`config.mk`:
```
export PLATFORM = sky130hd
export DESIGN_NAME = leglite_multicycle
export DESIGN_NICKNAME = d
export VERILOG_FILES = /design/src/rtl/leglite_pkg.sv /design/src/rtl/leglite_regfile.sv /design/src/rtl/leglite_multicycle.sv
export SDC_FILE = /design/constraint.sdc
export NUM_CORES = 1
export LEC_CHECK = 0
export CORE_MARGIN = 2
export CORE_UTILIZATION = 54
export DETAILED_ROUTE_END_ITERATION = 10
export PLACE_DENSITY = 0.78
export SYNTH_ARGS = -nofsm -noshare
export SYNTH_HDL_FRONTEND = slang
export SYNTH_SLANG_ARGS = --single-unit
```
`constraint.sdc`:
```
create_clock -name clock -period 7.7 [get_ports clock]
set_input_delay 1.54 -clock clock [delete_from_list [all_inputs] [get_ports clock]]
set_output_delay 1.54 -clock clock [all_outputs]
set_load 0.02 [all_outputs]
```
`src/rtl/leglite_pkg.sv`:
```
// leglite_pkg -- shared definitions for the multi-cycle LEGLite core.
//   * opcode values of the 16-bit LEGLite encoding
//   * FSM state encoding
//   * instruction field bit positions
//   * sext7: sign-extends the 7-bit immediate to 64 bits; callers cast the
//     result down to DATA_W (DATA_W may range from 16 to 64)
package leglite_pkg;

  localparam logic [2:0] OP_ADD  = 3'b000;
  localparam logic [2:0] OP_SUB  = 3'b001;
  localparam logic [2:0] OP_AND  = 3'b010;
  localparam logic [2:0] OP_LD   = 3'b011;
  localparam logic [2:0] OP_ST   = 3'b100;
  localparam logic [2:0] OP_ADDI = 3'b101;
  localparam logic [2:0] OP_CBZ  = 3'b110;
  localparam logic [2:0] OP_HALT = 3'b111;

  localparam int OP_HI  = 15;
  localparam int OP_LO  = 13;
  localparam int RS2_HI = 12;
  localparam int RS2_LO = 10;
  localparam int IMM_HI = 12;
  localparam int IMM_LO = 6;
  localparam int RS1_HI = 5;
  localparam int RS1_LO = 3;
  localparam int RD_HI  = 2;
  localparam int RD_LO  = 0;

  localparam int SEXT_MAX_W = 64;

  typedef enum logic [2:0] {
    ST_FETCH  = 3'd0,
    ST_DECODE = 3'd1,
    ST_EXEC   = 3'd2,
    ST_MEM    = 3'd3,
    ST_WB     = 3'd4,
    ST_HALT   = 3'd5
  } state_t;

  // Widest supported datapath; a DATA_W'() cast at the call site keeps the
  // low DATA_W bits, which is the correct sign extension for that width.
  function automatic logic signed [SEXT_MAX_W-1:0] sext7(input logic [6:0] imm);
    return {{(SEXT_MAX_W-7){imm[6]}}, imm};
  endfunction

endpackage

```
`src/rtl/leglite_regfile.sv`:
```
// leglite_regfile -- LEGLite register file.
//   NREGS x DATA_W registers, two asynchronous read ports, one synchronous
//   write port. Asynchronous active-high reset clears every register.
// Ports:
//   clock, reset           clock / async reset
//   raddr1, rdata1         read port 1
//   raddr2, rdata2         read port 2
//   we, waddr, wdata       write port (rising edge)
module leglite_regfile #(
  parameter int DATA_W = 16,
  parameter int NREGS  = 8
) (
  input  logic              clock,
  input  logic              reset,
  input  logic [2:0]        raddr1,
  output logic [DATA_W-1:0] rdata1,
  input  logic [2:0]        raddr2,
  output logic [DATA_W-1:0] rdata2,
  input  logic              we,
  input  logic [2:0]        waddr,
  input  logic [DATA_W-1:0] wdata
);

  logic [DATA_W-1:0] regs [NREGS];

  assign rdata1 = regs[raddr1];
  assign rdata2 = regs[raddr2];

  always_ff @(posedge clock or posedge reset) begin
    if (reset) begin
      for (int i = 0; i < NREGS; i++) regs[i] <= '0;
    end else if (we) begin
      regs[waddr] <= wdata;
    end
  end

endmodule

```
`src/rtl/leglite_multicycle.sv`:
```
// leglite_multicycle -- multi-cycle LEGLite core with a DATA_W-wide datapath.
//   FETCH -> DECODE -> EXEC -> {MEM | WB | FETCH}; MEM -> {WB | FETCH};
//   WB -> FETCH; HALT is terminal until reset. Memories use ready handshakes.
// Ports:
//   clock, reset                  clock / async active-high reset
//   iaddr, ireq, idata, iready    instruction fetch handshake
//   daddr, dread, dwrite, dwdata  data access request (held until dready)
//   ddata, dready                 load data / access complete
//   alu_out                       ALUOut register (debug)
//   halted                        HALT has executed
//   retire_valid, retire_pc       only when LEGLITE_RETIRE_PORT_EN is defined
module leglite_multicycle
  import leglite_pkg::*;
#(
  parameter int              DATA_W = 16,
  parameter int              NREGS  = 8,
  parameter logic [DATA_W-1:0] PC_RST = '0
) (
  input  logic              clock,
  input  logic              reset,
  output logic [DATA_W-1:0] iaddr,
  output logic              ireq,
  input  logic [15:0]       idata,
  input  logic              iready,
  output logic [DATA_W-1:0] daddr,
  output logic              dread,
  output logic              dwrite,
  output logic [DATA_W-1:0] dwdata,
  input  logic [DATA_W-1:0] ddata,
  input  logic              dready,
  output logic [DATA_W-1:0] alu_out,
`ifdef LEGLITE_RETIRE_PORT_EN
  output logic              halted,
  output logic              retire_valid,
  output logic [DATA_W-1:0] retire_pc
`else
  output logic              halted
`endif
);

  state_t state, next_state;

  logic        [DATA_W-1:0] pc, pcir, a, b, alu_q, mdr;
  logic        [15:0]       ir;
  logic signed [DATA_W-1:0] imm;
  logic        [DATA_W-1:0] alu_res;
  logic        [DATA_W-1:0] rdata1, rdata2, wb_data;
  logic        [2:0]        op, rs1, rs2, rd, raddr2;
  logic                     rf_we;

  assign op  = ir[OP_HI:OP_LO];
  assign rs1 = ir[RS1_HI:RS1_LO];
  assign rs2 = ir[RS2_HI:RS2_LO];
  assign rd  = ir[RD_HI:RD_LO];
  assign imm = DATA_W'(sext7(ir[IMM_HI:IMM_LO]));

  // ST and CBZ read their data/test register from the rd/rt field.
  assign raddr2  = (op == OP_ST || op == OP_CBZ) ? rd : rs2;
  assign wb_data = (op == OP_LD) ? mdr : alu_q;

  leglite_regfile #(.DATA_W(DATA_W), .NREGS(NREGS)) u_regfile (
    .clock  (clock),
    .reset  (reset),
    .raddr1 (rs1),
    .rdata1 (rdata1),
    .raddr2 (raddr2),
    .rdata2 (rdata2),
    .we     (rf_we),
    .waddr  (rd),
    .wdata  (wb_data)
  );

  // CBZ computes its branch target on the ALU so ALUOut reflects it too.
  always_comb begin
    alu_res = a + imm;
    case (op)
      OP_ADD:  alu_res = a + b;
      OP_SUB:  alu_res = a - b;
      OP_AND:  alu_res = a & b;
      OP_CBZ:  alu_res = pcir + imm;
      default: alu_res = a + imm;
    endcase
  end

  always_ff @(posedge clock or posedge reset) begin
    if (reset) state <= ST_FETCH;
    else       state <= next_state;
  end

  always_comb begin
    next_state = state;
    ireq       = 1'b0;
    dread      = 1'b0;
    dwrite     = 1'b0;
    rf_we      = 1'b0;
    case (state)
      ST_FETCH: begin
        ireq = 1'b1;
        if (iready) next_state = ST_DECODE;
      end
      ST_DECODE: next_state = ST_EXEC;
      ST_EXEC: begin
        case (op)
          OP_LD, OP_ST: next_state = ST_MEM;
          OP_CBZ:       next_state = ST_FETCH;
          OP_HALT:      next_state = ST_HALT;
          default:      next_state = ST_WB;
        endcase
      end
      ST_MEM: begin
        dread  = (op == OP_LD);
        dwrite = (op == OP_ST);
        if (dready) next_state = (op == OP_LD) ? ST_WB : ST_FETCH;
      end
      ST_WB: begin
        rf_we      = 1'b1;
        next_state = ST_FETCH;
      end
      ST_HALT: next_state = ST_HALT;
      default: next_state = ST_FETCH;
    endcase
    // Requests must fall the instant reset rises, not at the next edge.
    if (reset) begin
      ireq   = 1'b0;
      dread  = 1'b0;
      dwrite = 1'b0;
      rf_we  = 1'b0;
    end
  end

  always_ff @(posedge clock or posedge reset) begin
    if (reset) begin
      pc    <= PC_RST;
      pcir  <= '0;
      ir    <= '0;
      a     <= '0;
      b     <= '0;
      alu_q <= '0;
      mdr   <= '0;
    end else begin
      case (state)
        ST_FETCH: if (iready) begin
          ir   <= idata;
          pcir <= pc;
          pc   <= pc + 1'b1;
        end
        ST_DECODE: begin
          a <= rdata1;
          b <= rdata2;
        end
        ST_EXEC: begin
          alu_q <= alu_res;
          if (op == OP_CBZ && b == '0) pc <= alu_res;
        end
        ST_MEM: if (dready && op == OP_LD) mdr <= ddata;
        default: ;
      endcase
    end
  end

  assign iaddr   = pc;
  assign daddr   = alu_q;
  assign dwdata  = b;
  assign alu_out = alu_q;
  assign halted  = (state == ST_HALT);

`ifdef LEGLITE_RETIRE_PORT_EN
  assign retire_valid = !reset &&
                        ((state == ST_WB) ||
                         (state == ST_MEM && op == OP_ST && dready) ||
                         (state == ST_EXEC && (op == OP_CBZ || op == OP_HALT)));
  assign retire_pc    = pcir;
`endif

endmodule

```
==> results.json <==
{
  "status": "complete, no violations",
  "fp-row-count": 58,
  "yosys-top-cells-area": "dfrtp_1, mux4_2, a21oi_1",
  "clk_pin_slew_ns": 0.06,
  "syn-mean-instance-area_um2": 10.1,
  "synth.largest_area_cell": "dfrtp_1",
  "wl_met2_um": 18400,
  "total_power_mw": 8.30,
  "cts_hold_buf": 0,
  "period_share_pct": 60.0,
  "cts_buffers": 26,
  "postSynth.asyncResetShare_pct": 100,
  "leakage_nw": 6.94,
  "slew-limit-headroom_pct": 24.4,
  "coreArea_um2": 25000,
  "yosysWarnings": 0,
  "synthesis.area_um2": 13600,
  "final.setup.worst_slack_ns": 3.08,
  "worst-r2r-cell-count": 12,
  "powerDensity_nw_per_um2": 529,
  "grt_pass1_vias": 10800,
  "area_growth_pct": 15.2,
  "top_layer_used": "met5",
  "synth_cells": 1353,
  "wl_per_cell_um": 22.1,
  "viasPerCell": 6.31,
  "synth_ff_type": "dfrtp_1",
  "worstPathArrival_ns": 3.08,
  "chipHeight_um": 163,
  "synth-edff-count": 0,
  "drv_cap": 0,
  "grt_max_degree": 159,
  "required_ns": 6.16,
  "ant_nets": 0,
  "fin_cells": 1757,
  "min_period_ns": 4.62,
  "fin_area_um2": 15700,
  "synth_top_area_share_pct": 44.6,
  "start_util_pct": 54.6,
  "cts.path.max_buffers": 3,
  "worst_pin_slew_ns": 1.13,
  "whs_path_depth": 2,
  "slew_viol_final": 0,
  "drc": 0,
  "seq_area_frac_synth_pct": 44.6,
  "startpoint_type": "primary input",
  "critical_path_class": "primary input to output pin",
  "die-area_um2": 26500,
  "setup_viol": 0,
  "fillers": 2001,
  "cts_resized": 0,
  "dp_slack_ns": 3.13,
  "clock_sinks": 243,
  "h-tree-depth": 1,
  "pin_count": 104,
  "hold_violations": 0,
  "track_usage_pct": 29.9,
  "post_cts_buffers": 0,
  "final.setup_skew_ns": 0.0214,
  "wl_met3_um": 3420,
  "drtIter0Drc": 1246,
  "hold_ws_ns": 0.477,
  "antenna_found_initial": 2,
  "ys_types": 81,
  "die_w_um": 163,
  "peakVddDrop_uv": 272,
  "fin_util_pct": 62.9,
  "synth.net_count": 1424,
  "dp_hpwl_um": 26700,
  "rsz0062_at_grt": "false",
  "min-delay-start": "pcir[7]$_DFFE_PP0P_",
  "num_vias": 11100,
  "cts_root_buffer": "clkbuf_16",
  "finalNetCount": 1478,
  "synth-seq-cells": 243,
  "hold_path_end": "pcir[7]$_DFFE_PP0P_",
  "worstSetupEndpointType": "output pin",
  "reg2reg_to": "iaddr[10]$_DFFE_PP0P_",
  "placed_cell_area_um2": 14800,
  "cts_tree": "yes",
  "clock_latency_ns": 0.56,
  "grt_pass1_wl_um": 60300,
  "io_buffers": 103,
  "setup_tns_ns": 0,
  "drt-pass1-iter-count": 5,
  "grt_overflow": 0,
  "placed_cells": 1709,
  "r2r_slack_ns": 3.17,
  "finalWeightedCongestion": 0.930,
  "wl_met1_um": 15100,
  "fmax_ghz": 0.216,
  "drive_above_1_share_pct": 12.8,
  "reg2reg_from": "ir[14]$_DFFE_PP0P_",
  "totalWireLength_um": 38800,
  "cp_max_fo": 5,
  "min_path_type": "flip-flop to flip-flop"
}
[Yosys cell counts (18+ instances only)]
| cell type | count |
|---|---|
| dfrtp_1 | 243 |
| nand2_1 | 189 |
| nor2_1 | 144 |
| a21oi_1 | 143 |
| o21ai_0 | 108 |
| mux4_2 | 63 |
| mux2i_1 | 53 |
| clkbuf_1 | 52 |
| ha_1 | 33 |
| mux2_2 | 31 |
| a31oi_1 | 24 |
| buf_4 | 20 |
| inv_1 | 18 |
[power by group]
part           switching (mW)  leakage (nW)  internal [mW]  total (mW)
logic                    2.48          3.37           1.97        4.45
clock network           0.532         0.438          0.772        1.30
registers               0.742          3.14           1.80        2.55
[flip-flops by register name, indices dropped and copies added (netlist names)]
register,count
iaddr,16
a,16
pcir,16
state,3
mdr,16
ir,16
alu_out,16
u_regfile.regs,128
dwdata,16
[worst max-delay path by stage]
stage	start	end	slack [ns]	cells past startpoint
2_1_floorplan	reset	a[0]$_DFFE_PP0N_	2.97	1
3_3_place_gp	reset	dwrite	3.16	3
4_1_cts	reset	dwrite	3.13	3
3_5_place_dp	reset	dwrite	3.13	3
5_1_grt	ir[14]$_DFFE_PP0P_	iaddr[9]$_DFFE_PP0P_	2.93	11
6_report	reset	ireq	3.08	3
[cells in the final DEF, fill, tap and decap left out, types with 16 or more instances in the layout]
cell,instances
buf_4,19
inv_1,17
clkbuf_16,26
a31oi_1,24
nand2_1,189
a21oi_1,143
mux4_2,63
mux2i_1,52
o21ai_0,108
mux2_2,31
xor2_1,16
nor2_1,142
clkdlybuf4s50_1,103
xnor2_1,17
ha_1,33
dfrtp_1,241
[cells by family after synthesis]
| family | count (synthesis) | synth area share (%) |
|---|---|---|
| AND/OR/NAND/NOR | 423 | 13.6 |
| buffers and inverters | 116 | 4.16 |
| XOR/XNOR | 33 | 2.12 |
| flip-flops | 243 | 44.6 |
| adder cells (fa/ha/maj) | 35 | 3.32 |
| multiplexers | 150 | 17.2 |
| AO/OA/AOI/OAI | 353 | 15.0 |
[cell type report]
cell class,instances,area [um2],share of cell area (%)
Multi-Input combinational cell,994,7040,44.8
Sequential cell,243,6080,38.7
Timing Repair Buffer,123,1190,7.60
Clock buffer,43,835,5.31
Tap cell,330,413,2.63
Inverter,19,75.1,0.478
Clock inverter,3,67.6,0.430
Antenna cell,2,5.00,0.0319
[layer usage]
layer | up-vias | global-route usage, %
li1 | 4967 | -
met1 | 5470 | 38.8
met2 | 540 | 48.1
met3 | 116 | 6.60
met4 | 2 | 14.1
met5 | - | 0
[critical path: stages]
cell and delay, ns:
clkdlybuf4s50_1 0.52, nor4_1 0.35, clkdlybuf4s50_1 0.67
Note: power is estimated with default switching activity, not from simulation.
